`src/rtl/ram_arb_pkg.sv`:
```
// ram_arb_pkg -- shared constants and types for the RAM port arbiter.
//   MAX_PORTS    : upper bound on requesting ports (sizes the index field)
//   MAX_LATENCY  : upper bound on RAM read latency
//   pipe_entry_t : response-tracking entry {valid, idx, lane} carried
//                  alongside the RAM access until its data returns
package ram_arb_pkg;

  localparam int MAX_PORTS   = 8;
  localparam int MAX_LATENCY = 4;

  localparam int IDX_W  = $clog2(MAX_PORTS);  // 3 bits
  localparam int LANE_W = 4;                  // up to 16 sub-word lanes

  typedef struct packed {
    logic              valid;
    logic [IDX_W-1:0]  idx;
    logic [LANE_W-1:0] lane;
  } pipe_entry_t;

endpackage

```
`src/rtl/ram_arbiter_np_if.sv`:
```
// ram_arbiter_np_if -- bundle of port-side and RAM-side buses of the arbiter.
//   Port side (flattened, port p in slice p):
//     port_req_i, port_gnt_o, port_rvalid_o, port_addr_i, port_we_i,
//     port_be_i, port_wdata_i, port_rdata_o
//   RAM side:
//     ram_en_o, ram_we_o, ram_addr_o, ram_be_o, ram_wdata_o, ram_rdata_i
//   Modports:
//     slave  : the arbiter itself
//     master : the requesters plus the RAM (bench / surrounding fabric)
interface ram_arbiter_np_if #(
  parameter int NUM_PORTS  = 4,
  parameter int ADDR_WIDTH = 32,
  parameter int IN_WIDTH   = 32,
  parameter int OUT_WIDTH  = 64
);

  logic [NUM_PORTS-1:0]              port_req_i;
  logic [NUM_PORTS-1:0]              port_gnt_o;
  logic [NUM_PORTS-1:0]              port_rvalid_o;
  logic [NUM_PORTS*ADDR_WIDTH-1:0]   port_addr_i;
  logic [NUM_PORTS-1:0]              port_we_i;
  logic [NUM_PORTS*IN_WIDTH/8-1:0]   port_be_i;
  logic [NUM_PORTS*IN_WIDTH-1:0]     port_wdata_i;
  logic [NUM_PORTS*IN_WIDTH-1:0]     port_rdata_o;

  logic                              ram_en_o;
  logic                              ram_we_o;
  logic [ADDR_WIDTH-1:0]             ram_addr_o;
  logic [OUT_WIDTH/8-1:0]            ram_be_o;
  logic [OUT_WIDTH-1:0]              ram_wdata_o;
  logic [OUT_WIDTH-1:0]              ram_rdata_i;

  modport slave (
    input  port_req_i, port_addr_i, port_we_i, port_be_i, port_wdata_i,
    input  ram_rdata_i,
    output port_gnt_o, port_rvalid_o, port_rdata_o,
    output ram_en_o, ram_we_o, ram_addr_o, ram_be_o, ram_wdata_o
  );

  modport master (
    output port_req_i, port_addr_i, port_we_i, port_be_i, port_wdata_i,
    output ram_rdata_i,
    input  port_gnt_o, port_rvalid_o, port_rdata_o,
    input  ram_en_o, ram_we_o, ram_addr_o, ram_be_o, ram_wdata_o
  );

endinterface

```
`src/rtl/ram_arb_rr.sv`:
```
// ram_arb_rr -- single-grant arbiter for the RAM ports.
//   Build option RAM_ARB_RR_EN:
//     defined   : round-robin; grant the lowest requesting index >= pointer
//                 (wrapping), pointer moves to granted+1 after each grant and
//                 holds while nobody requests.
//     undefined : fixed priority, port 0 highest, no pointer register.
//   Ports:
//     clk, rst_n : clock, async active-low reset (pointer only)
//     req        : per-port request
//     gnt        : combinational one-hot grant (zero when no request)
//     gnt_idx    : binary index of the granted port (0 when no request)
module ram_arb_rr
  import ram_arb_pkg::*;
#(
  parameter int NUM_PORTS = 4
) (
  input  logic                 clk,
  input  logic                 rst_n,
  input  logic [NUM_PORTS-1:0] req,
  output logic [NUM_PORTS-1:0] gnt,
  output logic [IDX_W-1:0]     gnt_idx
);

`ifdef RAM_ARB_RR_EN

  logic [IDX_W-1:0] ptr;

  // NOTE: every output of a combinational block is given a default before
  // any conditional assignment so that no path leaves it unassigned (which
  // would infer a latch).
  always_comb begin
    logic found;
    int   cand;
    gnt     = '0;
    gnt_idx = '0;
    found   = 1'b0;
    cand    = 0;
    for (int i = 0; i < NUM_PORTS; i++) begin
      cand = int'(ptr) + i;
      if (cand >= NUM_PORTS) cand = cand - NUM_PORTS;
      if (!found && req[cand]) begin
        found     = 1'b1;
        gnt[cand] = 1'b1;
        gnt_idx   = IDX_W'(cand);
      end
    end
  end

  // NOTE: clocked state uses non-blocking assignments so every register
  // samples the pre-edge values regardless of statement order.
  always_ff @(posedge clk or negedge rst_n) begin
    if (!rst_n) begin
      ptr <= '0;
    end else if (|req) begin
      // An idle cycle leaves the pointer untouched.
      ptr <= (int'(gnt_idx) == NUM_PORTS - 1) ? '0 : gnt_idx + 1'b1;
    end
  end

`else

  // Fixed priority has no state; clk/rst_n are kept for a uniform port list.
  logic unused_clk_rst;
  assign unused_clk_rst = clk ^ rst_n;

  always_comb begin
    logic found;
    gnt     = '0;
    gnt_idx = '0;
    found   = 1'b0;
    for (int i = 0; i < NUM_PORTS; i++) begin
      if (!found && req[i]) begin
        found   = 1'b1;
        gnt[i]  = 1'b1;
        gnt_idx = IDX_W'(i);
      end
    end
  end

`endif

endmodule

```
`src/rtl/ram_arbiter_np.sv`:
```
// ram_arbiter_np -- shares one wide RAM between NUM_PORTS narrow ports.
//   Each cycle one requesting port is granted combinationally; its access is
//   driven onto the RAM with write data replicated across all lanes and byte
//   enables steered to the lane selected by the address. A RAM_LATENCY-deep
//   tracking pipeline returns a one-cycle rvalid (reads and writes) to the
//   granted port exactly RAM_LATENCY cycles later, with read data taken from
//   the matching lane of ram_rdata_i.
//   Build option RAM_ARB_RR_EN selects round-robin arbitration (see
//   ram_arb_rr); without it arbitration is fixed priority, port 0 highest.
//   Ports:
//     clk   : clock, rising edge
//     rst_n : asynchronous active-low reset
//     bus   : ram_arbiter_np_if.slave -- port-side and RAM-side signals
module ram_arbiter_np
  import ram_arb_pkg::*;
#(
  parameter int NUM_PORTS   = 4,
  parameter int ADDR_WIDTH  = 32,
  parameter int OUT_WIDTH   = 64,
  parameter int IN_WIDTH    = 32,
  parameter int RAM_LATENCY = 1
) (
  input  logic             clk,
  input  logic             rst_n,
  ram_arbiter_np_if.slave  bus
);

  localparam int IN_BYTES  = IN_WIDTH / 8;
  localparam int OUT_BYTES = OUT_WIDTH / 8;
  localparam int LANES     = OUT_WIDTH / IN_WIDTH;
  localparam int LANE_LO   = $clog2(IN_BYTES);
  localparam int LANE_HI   = $clog2(OUT_BYTES);

  if (NUM_PORTS < 2 || NUM_PORTS > MAX_PORTS) begin : g_bad_ports
    $error("ram_arbiter_np: NUM_PORTS out of range");
  end
  if (RAM_LATENCY < 1 || RAM_LATENCY > MAX_LATENCY) begin : g_bad_latency
    $error("ram_arbiter_np: RAM_LATENCY out of range");
  end
  if (LANES > (1 << LANE_W)) begin : g_bad_lanes
    $error("ram_arbiter_np: OUT_WIDTH/IN_WIDTH exceeds lane field");
  end

  // ---------------------------------------------------------------------
  // Arbitration
  // ---------------------------------------------------------------------
  logic [NUM_PORTS-1:0] gnt;
  logic [IDX_W-1:0]     gnt_idx;
  logic                 any_req;

  assign any_req = |bus.port_req_i;

  ram_arb_rr #(
    .NUM_PORTS (NUM_PORTS)
  ) u_arb (
    .clk     (clk),
    .rst_n   (rst_n),
    .req     (bus.port_req_i),
    .gnt     (gnt),
    .gnt_idx (gnt_idx)
  );

  assign bus.port_gnt_o = gnt;

  // ---------------------------------------------------------------------
  // Per-port unpacking and lane extraction
  // ---------------------------------------------------------------------
  logic [ADDR_WIDTH-1:0] addr_a  [NUM_PORTS];
  logic [IN_BYTES-1:0]   be_a    [NUM_PORTS];
  logic [IN_WIDTH-1:0]   wdata_a [NUM_PORTS];
  logic [LANE_W-1:0]     lane_a  [NUM_PORTS];

  for (genvar p = 0; p < NUM_PORTS; p++) begin : g_port
    assign addr_a[p]  = bus.port_addr_i[p*ADDR_WIDTH +: ADDR_WIDTH];
    assign be_a[p]    = bus.port_be_i[p*IN_BYTES +: IN_BYTES];
    assign wdata_a[p] = bus.port_wdata_i[p*IN_WIDTH +: IN_WIDTH];
    if (LANES > 1) begin : g_lane
      // Address bits between the port word and the RAM word pick the lane.
      assign lane_a[p] = LANE_W'(addr_a[p][LANE_HI-1:LANE_LO]);
    end else begin : g_no_lane
      assign lane_a[p] = '0;
    end
  end

  // ---------------------------------------------------------------------
  // Granted-port select (one-hot AND-OR)
  // ---------------------------------------------------------------------
  logic [ADDR_WIDTH-1:0] sel_addr;
  logic                  sel_we;
  logic [IN_BYTES-1:0]   sel_be;
  logic [IN_WIDTH-1:0]   sel_wdata;
  logic [LANE_W-1:0]     sel_lane;

  always_comb begin
    sel_addr  = '0;
    sel_we    = 1'b0;
    sel_be    = '0;
    sel_wdata = '0;
    sel_lane  = '0;
    for (int p = 0; p < NUM_PORTS; p++) begin
      if (gnt[p]) begin
        sel_addr  = addr_a[p];
        sel_we    = bus.port_we_i[p];
        sel_be    = be_a[p];
        sel_wdata = wdata_a[p];
        sel_lane  = lane_a[p];
      end
    end
  end

  // ---------------------------------------------------------------------
  // RAM request side
  // ---------------------------------------------------------------------
  assign bus.ram_en_o    = any_req;
  assign bus.ram_we_o    = sel_we;
  assign bus.ram_addr_o  = sel_addr;
  // Byte enables land in the addressed lane only; other lanes stay zero.
  assign bus.ram_be_o    = OUT_BYTES'(sel_be) << (int'(sel_lane) * IN_BYTES);
  // Data is replicated so whichever lane is enabled sees the port word.
  assign bus.ram_wdata_o = {LANES{sel_wdata}};

  // ---------------------------------------------------------------------
  // Response tracking pipeline
  // ---------------------------------------------------------------------
  pipe_entry_t pipe [RAM_LATENCY];
  pipe_entry_t pipe_in;
  pipe_entry_t pipe_out;

  assign pipe_in = '{valid: any_req, idx: gnt_idx, lane: sel_lane};

  // NOTE: the tracking entries are reset (unlike a RAM array would be) so
  // that grants in flight when reset asserts never produce an rvalid later.
  always_ff @(posedge clk or negedge rst_n) begin
    if (!rst_n) begin
      for (int i = 0; i < RAM_LATENCY; i++) pipe[i] <= '0;
    end else begin
      pipe[0] <= pipe_in;
      for (int i = 1; i < RAM_LATENCY; i++) pipe[i] <= pipe[i-1];
    end
  end

  assign pipe_out = pipe[RAM_LATENCY-1];

  // ---------------------------------------------------------------------
  // Response return side
  // ---------------------------------------------------------------------
  logic [IN_WIDTH-1:0]           resp_word;
  logic [NUM_PORTS-1:0]          rvalid;
  logic [NUM_PORTS*IN_WIDTH-1:0] rdata;

  assign resp_word = bus.ram_rdata_i[int'(pipe_out.lane) * IN_WIDTH +: IN_WIDTH];

  always_comb begin
    rvalid = '0;
    rdata  = '0;
    for (int p = 0; p < NUM_PORTS; p++) begin
      if (pipe_out.valid && pipe_out.idx == IDX_W'(p)) begin
        rvalid[p]                    = 1'b1;
        rdata[p*IN_WIDTH +: IN_WIDTH] = resp_word;
      end
    end
  end

  assign bus.port_rvalid_o = rvalid;
  assign bus.port_rdata_o  = rdata;

endmodule

```
`src/flat_wrapper.sv`:
```
// flat-port wrapper written by rule: the top's interface ports become plain ports
module ram_arbiter_np_flat import ram_arb_pkg::*;
#(
  parameter int NUM_PORTS   = 4,
  parameter int ADDR_WIDTH  = 32,
  parameter int OUT_WIDTH   = 64,
  parameter int IN_WIDTH    = 32,
  parameter int RAM_LATENCY = 1
)
  (clk, rst_n, bus_port_req_i, bus_port_addr_i, bus_port_we_i, bus_port_be_i, bus_port_wdata_i, bus_ram_rdata_i, bus_port_gnt_o, bus_port_rvalid_o, bus_port_rdata_o, bus_ram_en_o, bus_ram_we_o, bus_ram_addr_o, bus_ram_be_o, bus_ram_wdata_o);
  ram_arbiter_np_if #(.NUM_PORTS(NUM_PORTS), .ADDR_WIDTH(ADDR_WIDTH), .IN_WIDTH(IN_WIDTH), .OUT_WIDTH(OUT_WIDTH)) bus_i ();
  input  logic clk;
  input  logic rst_n;
  input wire logic [$bits(bus_i.port_req_i)-1:0] bus_port_req_i;
  input wire logic [$bits(bus_i.port_addr_i)-1:0] bus_port_addr_i;
  input wire logic [$bits(bus_i.port_we_i)-1:0] bus_port_we_i;
  input wire logic [$bits(bus_i.port_be_i)-1:0] bus_port_be_i;
  input wire logic [$bits(bus_i.port_wdata_i)-1:0] bus_port_wdata_i;
  input wire logic [$bits(bus_i.ram_rdata_i)-1:0] bus_ram_rdata_i;
  output wire logic [$bits(bus_i.port_gnt_o)-1:0] bus_port_gnt_o;
  output wire logic [$bits(bus_i.port_rvalid_o)-1:0] bus_port_rvalid_o;
  output wire logic [$bits(bus_i.port_rdata_o)-1:0] bus_port_rdata_o;
  output wire logic [$bits(bus_i.ram_en_o)-1:0] bus_ram_en_o;
  output wire logic [$bits(bus_i.ram_we_o)-1:0] bus_ram_we_o;
  output wire logic [$bits(bus_i.ram_addr_o)-1:0] bus_ram_addr_o;
  output wire logic [$bits(bus_i.ram_be_o)-1:0] bus_ram_be_o;
  output wire logic [$bits(bus_i.ram_wdata_o)-1:0] bus_ram_wdata_o;
  assign bus_i.port_req_i = bus_port_req_i;
  assign bus_i.port_addr_i = bus_port_addr_i;
  assign bus_i.port_we_i = bus_port_we_i;
  assign bus_i.port_be_i = bus_port_be_i;
  assign bus_i.port_wdata_i = bus_port_wdata_i;
  assign bus_i.ram_rdata_i = bus_ram_rdata_i;
  assign bus_port_gnt_o = bus_i.port_gnt_o;
  assign bus_port_rvalid_o = bus_i.port_rvalid_o;
  assign bus_port_rdata_o = bus_i.port_rdata_o;
  assign bus_ram_en_o = bus_i.ram_en_o;
  assign bus_ram_we_o = bus_i.ram_we_o;
  assign bus_ram_addr_o = bus_i.ram_addr_o;
  assign bus_ram_be_o = bus_i.ram_be_o;
  assign bus_ram_wdata_o = bus_i.ram_wdata_o;
  ram_arbiter_np #(.NUM_PORTS(NUM_PORTS), .ADDR_WIDTH(ADDR_WIDTH), .OUT_WIDTH(OUT_WIDTH), .IN_WIDTH(IN_WIDTH), .RAM_LATENCY(RAM_LATENCY)) u_core (.clk(clk), .rst_n(rst_n), .bus(bus_i));
endmodule
```
`config.mk`:
```
export PLATFORM = sky130hd
export DESIGN_NAME = ram_arbiter_np_flat
export DESIGN_NICKNAME = d
export VERILOG_FILES = /design/src/rtl/ram_arb_pkg.sv /design/src/rtl/ram_arbiter_np_if.sv /design/src/rtl/ram_arb_rr.sv /design/src/rtl/ram_arbiter_np.sv /design/src/flat_wrapper.sv
export SDC_FILE = /design/constraint.sdc
export NUM_CORES = 1
export LEC_CHECK = 0
export ABC_AREA = 1
export BUFFER_PORTS_ARGS = -buffer_cell sky130_fd_sc_hd__buf_2
export CORE_AREA = 4 4 226 228
export CTS_CLUSTER_DIAMETER = 40
export CTS_CLUSTER_SIZE = 25
export DETAILED_ROUTE_END_ITERATION = 7
export DIE_AREA = 0 0 230 232
export HOLD_SLACK_MARGIN = 0.05
export SLEW_MARGIN = 20
export SYNTH_ARGS = -nofsm -noshare
export SYNTH_HDL_FRONTEND = slang
export SYNTH_SLANG_ARGS = --single-unit
```
`constraint.sdc`:
```
create_clock -name clk -period 2.5 [get_ports clk]
set_input_delay 0.25 -clock clk [delete_from_list [all_inputs] [get_ports clk]]
set_output_delay 0.25 -clock clk [all_outputs]
set_load 0.005 [all_outputs]
```
==> results of run 1 <==
==> how the worst max path moves through the flow <==
stage	from	endpoint	slack (ns)	depth (start not counted)
2_1_floorplan	bus_port_req_i[0]	bus_ram_wdata_o[34]	1.03	9
3_3_place_gp	bus_port_req_i[1]	bus_ram_we_o	0.35	7
3_5_place_dp	bus_port_req_i[1]	bus_ram_addr_o[3]	0.31	7
4_1_cts	bus_port_req_i[1]	bus_ram_addr_o[3]	0.30	7
5_1_grt	bus_port_req_i[1]	bus_ram_we_o	0.25	7
6_report	u_core.pipe[0]$_DFF_PN0_	bus_port_rdata_o[9]	0.40	4
==> worst max-delay path, delay by kind of cell (launching register included) <==
kind,cells,cell delay (ns)
multiplexers,1,0.67
buffers and inverters,2,0.37
AND/OR/NAND/NOR,1,0.10
flip-flops,1,0.47
==> logic make-up (layout without fill, tap and decap cells) <==
group	after synthesis	in the layout	synth area share, %
other	0	4	0
DFF	4	4	3.01
and+or+nand+nor	509	509	68.0
muxes	32	32	9.64
buffers and inverters	100	642	19.4
==> synthesized netlist by cell type <==
| library cell | instances |
|---|---|
| buf_6 | 4 |
| mux2i_1 | 32 |
| inv_2 | 8 |
| nand2_1 | 242 |
| nor2_1 | 139 |
| nand3_1 | 15 |
| nand2_2 | 40 |
| nand4_1 | 65 |
| nor3_1 | 1 |
| nor3_2 | 2 |
| nand3b_1 | 1 |
| clkbuf_1 | 19 |
| nor3_4 | 1 |
| buf_4 | 43 |
| nor2_8 | 1 |
| inv_1 | 13 |
| nand2_4 | 1 |
| buf_12 | 4 |
| nand3_4 | 1 |
| dfrtp_1 | 4 |
| buf_2 | 9 |
==> where the power goes <==
part / internal [mW] / switching [mW]
logic: 0.563 / 0.717
registers: 0.0696 / 0.00876
clock network: 0.211 / 0.0473
==> layer usage <==
metal,vias up,track usage [%]
li1,3114,-
met1,2770,12.3
met2,471,21.7
met3,59,3.45
met4,18,3.33
met5,-,0
==> final cells by class <==
| class | instances | area (um2) | area share [%] |
|---|---|---|---|
| tap | 664 | 831 | 12.1 |
| inverter | 21 | 78.8 | 1.14 |
| antenna | 4 | 10.0 | 0.145 |
| sequential | 4 | 101 | 1.47 |
| multi-input combinational | 541 | 2580 | 37.5 |
| clock buffer | 4 | 78.8 | 1.14 |
| timing repair buffer | 617 | 3210 | 46.6 |
==> flow_summary_export.csv, run 1 <==
group,metric,value,unit
worst_setup_path,crit_slowest_cell,"mux2i_1",
logic_synthesis,yosys_warnings,0,
detailed_routing,drtAntennaViolNets,0,
placed_design,portBuffers,587,
logic_synthesis,synth-seq-area-share,3.01,%
cts,clockBufferDepth,2,
cells_and_area,reg_top3,"u_core.pipe x4",
logic_synthesis,synth-seq-cells,4,
cts,cts_tree,"done",
cells_and_area,largest_reg_flops,4,
global_routing,grt.total_usage,11.5,%
pwr,p_leak,3.99,nW
floorplanning,row_count,81,
cells_and_area,final_core_util,14.1,%
cells_and_area,nFillCells,5845,
cts,root_buffer,"clkbuf_16",
placed_design,dp.cells,1846,
cts,cts_setup_buffers,0,
timing,holdWs,0.414,ns
cells_and_area,nNetsFinal,1534,
detailed_routing,finalWirelength,34000,um
detailed_routing,drt-initial-drc-count,334,
floorplanning,die_area,53400,um2
timing,max_slew_margin,47.5,%
timing,finalCriticalPeriod,2.10,ns
worst_setup_path,cp.required,2.25,ns
floorplanning,fp.coreArea,48800,um2
detailed_routing,wl_per_cell,18.3,um
cells_and_area,layout_common_cells,"buf_2, nand2_1, nor2_1, nand4_1, nand2_2",
pwr,power.total,1.62,mW
floorplanning,initial_utilization,6.80,%
detailed_routing,wl_met1,12200,um
detailed_routing,route.met2.wl,17100,um
floorplanning,io_pins,588,
cells_and_area,largest_register,"u_core.pipe",
logic_synthesis,synth_nets,991,
worst_setup_path,cp_max_fo,17,
placed_design,place_ws,0.305,ns
logic_synthesis,synth.distinct_cells,21,
worst_setup_path,cp-start-kind,"register",
cts,cts_sinks,4,
placed_design,dp_hpwl,31000,um
global_routing,grt_overflow,0,
timing,fmax,477,MHz
worst_setup_path,crit_chain,"buf_12, mux2i_1, nor2_1, buf_2",
detailed_routing,vias,6432,
detailed_routing,vias_per_cell,3.47,
cts,numCtsBuffers,3,
cells_and_area,final_common_cell,"buf_2",
global_routing,antenna_found_initial,20,
timing,hold_viol,0,
cts,path_clk_slew,0.04,ns
timing,setup_violations,0,
worst_hold_path,hold_class,"in2async",
detailed_routing,drc,0,
worst_setup_path,crit_type,"reg2out",
global_routing,grt_max_degree,49,
detailed_routing,top_layer,"met5",
timing,tightest_slew,0.766,ns
worst_setup_path,crit_path_end_kind,"output port",
cts,cts_max_level,1,
cts,ctsHoldBuffers,1,
cells_and_area,syn2layout_area_growth,107,%
placed_design,dpl-instance-area,6790,um2
logic_synthesis,syn_area,3320,um2
logic_synthesis,synth_top_area_share,27.3,%
cts,cts_resized,0,
floorplanning,die_w,230,um
timing,finalMaxSlewViolations,0,
placed_design,gp_congestion,0.875,
pwr,power.density,235,nW/um2
global_routing,grt_pass1_vias,6180,
logic_synthesis,synth_area_leaders,"nand2_1, nor2_1, nand4_1",
timing,tns,0,ns
timing,rsz0062_at_grt,"false",
logic_synthesis,syn_inst,645,
cells_and_area,drive_above_1_share,56.8,%
logic_synthesis,syn_avg_cell_area,5.15,um2
detailed_routing,dr.pass1.iters,5,
worst_setup_path,critical_path.max_stage_delay,0.67,ns
timing,layout_setup_ws,0.404,ns
cells_and_area,final_area,6890,um2
logic_synthesis,synth_top_area_cell,"nand2_1",
run,cap_violations,0,
timing,post-route-period-util,83.8,%
detailed_routing,met3WireLength,3370,um
global_routing,grt_pass1_wl,44100,um
outcome,status,"completed",
cells_and_area,stdcell_count,1855,
pwr,vdd_drop_max,0.000219,V
floorplanning,die_y,232,um
worst_setup_path,arrival,1.85,ns
No activity file was read; power rests on OpenSTA's default activity.
==> inputs of run 2 (changes only) <==
- clock period: 2.5 -> 1.8 ns (I/O delays scaled with it)
==> run 2 against run 1 <==
  * Worst hold slack got worse by 0.073 ns
  * Critical path type unchanged
  * Global-route usage fell by 0.053 points
  * Power rose by 46%
  * Sequential power rose by 34%
  * Highest routed layer unchanged
==> flow_summary_export.csv, run 2 (synthesis results as in run 1) <==
group,metric,value,unit
pwr,pwr-share-clk,15.7,%
cells_and_area,multi_input_area,2600,um2
timing,holdWs,0.340,ns
cts,numCtsBuffers,3,
floorplanning,fp.coreArea,48800,um2
floorplanning,io_pins,588,
global_routing,antenna_found_initial,20,
timing,rsz0062_at_grt,"false",
floorplanning,row_count,81,
detailed_routing,finalWirelength,33900,um
floorplanning,initial_utilization,6.80,%
timing,layout_setup_ws,0.0746,ns
detailed_routing,vias_per_cell,3.44,
detailed_routing,dr.pass1.iters,5,
run,cap_violations,0,
global_routing,grt_pass1_wl,43700,um
pwr,vdd_drop_max,0.000242,V
detailed_routing,drt-initial-drc-count,280,
detailed_routing,vias,6468,
timing,post-route-period-util,95.9,%
pwr,netSwitchingPower,1.11,mW
timing,tightest_slew,0.420,ns
cells_and_area,register_area,103,um2
pwr,sw_frac_of_total,46.8,%
cts,cts_tree,"done",
cts,root_buffer,"clkbuf_16",
detailed_routing,drc,0,
cts,cts_max_level,1,
timing,setup_violations,0,
worst_hold_path,hold_class,"in2async",
floorplanning,die_area,53400,um2
worst_setup_path,crit_path_end_kind,"output port",
cells_and_area,largest_register,"u_core.pipe",
timing,finalCriticalPeriod,1.73,ns
global_routing,grt.total_usage,11.4,%
pwr,p_int,1.26,mW
worst_setup_path,cp_max_fo,32,
pwr,seqPwrFrac,4.4,%
worst_setup_path,arrival,1.55,ns
cells_and_area,final_common_cell,"buf_2",
timing,finalMaxSlewViolations,0,
outcome,status,"completed",
cells_and_area,final_core_util,14.8,%
detailed_routing,wl_per_cell,18.1,um
placed_design,dp_hpwl,30500,um
timing,tns,0,ns
placed_design,dp.cells,1866,
cells_and_area,largest_reg_flops,4,
cells_and_area,nFillCells,5778,
pwr,p_comb_share,79.9,%
cts,path_clk_slew,0.04,ns
global_routing,grt_pass1_vias,6239,
worst_setup_path,cp-start-kind,"register",
timing,max_slew_margin,71.2,%
placed_design,portBuffers,587,
worst_setup_path,cp.required,1.62,ns
cells_and_area,syn2layout_area_growth,118,%
global_routing,grt_overflow,0,
detailed_routing,drtAntennaViolNets,0,
floorplanning,die_y,232,um
cells_and_area,nNetsFinal,1558,
cts,cts_sinks,4,
placed_design,place_ws,-0.115,ns
global_routing,grt_max_degree,53,
worst_setup_path,crit_type,"reg2out",
cells_and_area,stdcell_count,1878,
pwr,p_leak,4.16,nW
placed_design,gp_congestion,0.842,
timing,fmax,580,MHz
pwr,power.density,327,nW/um2
cts,clockBufferDepth,2,
cells_and_area,layout_common_cells,"buf_2, nand2_1, nor2_1, nand4_1",
cells_and_area,reg_top3,"u_core.pipe x4",
timing,hold_viol,0,
floorplanning,die_w,230,um
cells_and_area,drive_above_1_share,58.1,%
==> run 2: path summary, 6_finish.rpt <==
check / from / endpoint / slack [ns] / depth (start not counted)
max in group asynchronous: rst_n / u_core.pipe[0]$_DFF_PN0_ / 1.29 / 2
min: rst_n / u_core.pipe[4]$_DFF_PN0_ / 0.34 / 2
max: u_core.pipe[0]$_DFF_PN0_ / bus_port_rdata_o[25] / 0.07 / 5
min in group clk: bus_port_req_i[3] / u_core.pipe[7]$_DFF_PN0_ / 0.35 / 3
==> run 2: worst max-delay path: stages, from the launching register on <==
cell	delay [ns]
dfrtp_2	0.37
buf_12	0.26
mux2i_1	0.24
buf_4	0.21
nor2_1	0.07
buf_2	0.14
==> run 2: metal layers <==
layer | GRT usage, % | share of wire [%]
met1 | 12.3 | 36
met2 | 21.6 | 51
met3 | 3.26 | 9.2
met4 | 3.35 | 3.2
met5 | 0 | 0.41
==> run 2: through the flow <==
step	total power [mW]	instance area, um2
after floorplan	0.868	3320
after global placement	2.00	7050
after detailed placement	2.00	7050
after CTS	2.41	7170
after global routing	2.58	7230
final	2.37	7230
==> run 2: what timing repair did <==
item / 4_1_cts / 5_1_grt
setup buffers: 2 / 1
endpoints found under the setup margin: 5 / 26
pin swaps: 2 / 2
cloned: 0 / 1
endpoints found under the hold margin: 4 / 0
resized for setup: 5 / 6
hold buffers: 1 / 0
==> run 2: power by group through the flow <==
stage	Clock, mW	Sequential [mW]	Combinational (mW)
final	0.370	0.105	1.89
after global routing	0.402	0.106	2.08
after CTS	0.390	0.104	1.91
after detailed placement	0	0.104	1.90
after global placement	0	0.104	1.90
after floorplan	0	0.100	0.767
==> run 2: cell type report <==
type | instances | share of cell area (%)
multi-input combinational | 541 | 36.0
tap | 664 | 11.5
inverter | 21 | 1.16
clock buffer | 4 | 1.09
timing repair buffer | 641 | 48.8
antenna | 3 | 0.104
sequential | 4 | 1.42
==> inputs of run 3 (changes only) <==
- CELL_PAD_IN_SITES_DETAIL_PLACEMENT: default -> 0
- CELL_PAD_IN_SITES_GLOBAL_PLACEMENT: default -> 2
- CORE_AREA: 4 4 226 228 -> 4 4 230 232
- DIE_AREA: 0 0 230 232 -> 0 0 234 236
- PLACE_DENSITY_LB_ADDON: default -> 0.1
==> run 3 against run 2 <==
  * Power decreased by 6.0%
  * Non-clock buffer count decreased by 23
  * Via count decreased by 1.2%
  * Cell area decreased by 2.2%
  * Cell count increased by 0.16%
  * Worst hold slack improved by 0.00089 ns
  * Combinational power decreased by 6%
  * Critical endpoint is now bus_port_rdata_o[24]
==> flow_summary_export.csv, run 3 (synthesis results as in run 1) <==
group,metric,value,unit
floorplanning,die_area,55200,um2
detailed_routing,finalWirelength,38500,um
cells_and_area,syn2layout_area_growth,113,%
cells_and_area,largest_register,"u_core.pipe",
run,cap_violations,0,
floorplanning,io_pins,588,
cells_and_area,final_common_cell,"buf_2",
worst_setup_path,cp-start-kind,"register",
worst_setup_path,arrival,1.52,ns
cts,path_clk_slew,0.03,ns
worst_setup_path,crit_path_end_kind,"output port",
placed_design,gp_congestion,0.807,
timing,finalMaxSlewViolations,0,
detailed_routing,drc,0,
cells_and_area,drive_above_1_share,57.0,%
cts,cts_max_level,1,
cells_and_area,largest_reg_flops,4,
timing,holdWs,0.341,ns
floorplanning,row_count,83,
worst_setup_path,crit_slowest_cell,"dfrtp_1",
timing,max_slew_margin,71.4,%
worst_setup_path,cp_max_fo,32,
global_routing,antenna_found_initial,29,
worst_hold_path,hold_class,"in2reg",
timing,layout_setup_ws,0.0955,ns
timing,post-route-period-util,94.7,%
worst_setup_path,crit_chain,"nor3_1, inv_2, buf_12, nor2_1, buf_2",
global_routing,grt_pass1_vias,6850,
timing,fmax,587,MHz
floorplanning,die_w,234,um
cells_and_area,layout_common_cells,"buf_2, nand2_1, nor2_1, nand4_1, nand2_2",
detailed_routing,dr.pass1.iters,4,
floorplanning,die_y,236,um
cts,clockBufferDepth,2,
timing,setup_violations,0,
detailed_routing,vias,6388,
worst_setup_path,crit_type,"reg2out",
detailed_routing,wl_per_cell,20.5,um
cts,cts_tree,"done",
cells_and_area,reg_top3,"u_core.pipe x4",
placed_design,portBuffers,587,
floorplanning,initial_utilization,6.52,%
cts,numCtsBuffers,3,
global_routing,grt.total_usage,12.9,%
placed_design,place_ws,0.0186,ns
timing,tightest_slew,0.418,ns
pwr,p_leak,4.04,nW
timing,finalCriticalPeriod,1.70,ns
cts,cts_sinks,4,
outcome,status,"completed",
detailed_routing,drtAntennaViolNets,0,
global_routing,grt_max_degree,64,
worst_setup_path,cp.required,1.62,ns
floorplanning,fp.coreArea,51000,um2
pwr,vdd_drop_max,0.000193,V
global_routing,grt_pass1_wl,51000,um
placed_design,dp_hpwl,33800,um
detailed_routing,drt-initial-drc-count,152,
detailed_routing,vias_per_cell,3.40,
cells_and_area,nNetsFinal,1535,
worst_setup_path,critical_path.max_stage_delay,0.41,ns
timing,rsz0062_at_grt,"true",
timing,hold_viol,0,
cts,root_buffer,"clkbuf_16",
global_routing,grt_overflow,0,
pwr,power.density,315,nW/um2
cells_and_area,nFillCells,6169,
## run 3: cell types whose count changed in the layout (fill, tap and decap cells not counted), moves of 2 or more
| cell | delta |
|---|---|
| buf_4 | -22 |
| diode_2 | +10 |
| inv_2 | +2 |
| inv_4 | -2 |
| mux2i_1 | +2 |
| mux2i_2 | -2 |
## run 3: what timing repair did
action	4_1_cts	5_1_grt
buffers inserted	0	1
hold buffers	1	0
endpoints found under the setup margin	0	40
hold endpoints to repair	4	0
resized for setup	0	2
## run 3: area by class of cell
cell class	instances	area, um2	share of cell area [%]
Sequential cell	4	101	1.43
Timing Repair Buffer	618	3340	47.2
Antenna cell	13	32.5	0.460
Inverter	21	78.8	1.12
Tap cell	680	851	12.0
Clock buffer	4	78.8	1.12
Multi-Input combinational cell	541	2590	36.6
## run 3: worst max-delay path, delay by kind of cell, from the launching register on
family,cells,cell delay (ns)
buffers and inverters,3,0.43
AND/OR/NAND/NOR,2,0.45
flip-flops,1,0.41
## run 3: routing by layer
metal / up-vias / GRT usage, % / wire (um)
met2: 345 / 24.8 / 20100
met5: - / 0 / 225
met4: 32 / 2.27 / 656
met1: 2831 / 12.8 / 13500
met3: 54 / 5.31 / 3980
li1: 3126 / - / -
## run 3: power breakdown
part	total, mW	internal, mW	leakage (nW)	switching [mW]
logic	1.77	0.809	3.96	0.956
clock network	0.357	0.293	0.0382	0.0642
registers	0.102	0.0967	0.0459	0.00561
total	2.22	1.20	4.04	1.03
## run 3: worst paths after layout
path                                           from                        to  slack [ns]  cells past startpoint
worst max-delay path       u_core.pipe[5]$_DFF_PN0_      bus_port_rdata_o[24]         0.1                      5
worst min-delay path              bus_port_req_i[3]  u_core.pipe[7]$_DFF_PN0_        0.34                      3
max in group asynchronous                     rst_n  u_core.pipe[0]$_DFF_PN0_        1.31                      2
min in group asynchronous                     rst_n  u_core.pipe[4]$_DFF_PN0_        0.35                      2
## run 3: through the flow
step                power [mW]  instances  setup TNS, ns  instance area, um2  util (%)
finish                    2.22       1881              0                7070      13.9
detailed placement        1.92       1862              0                6930      13.6
floorplan                0.868        645              0                3320         -
CTS                       2.30       1867              0                7020      13.8
global route              2.45       1875         -0.238                7050      13.8
global placement          1.97       1862              0                6930      13.6
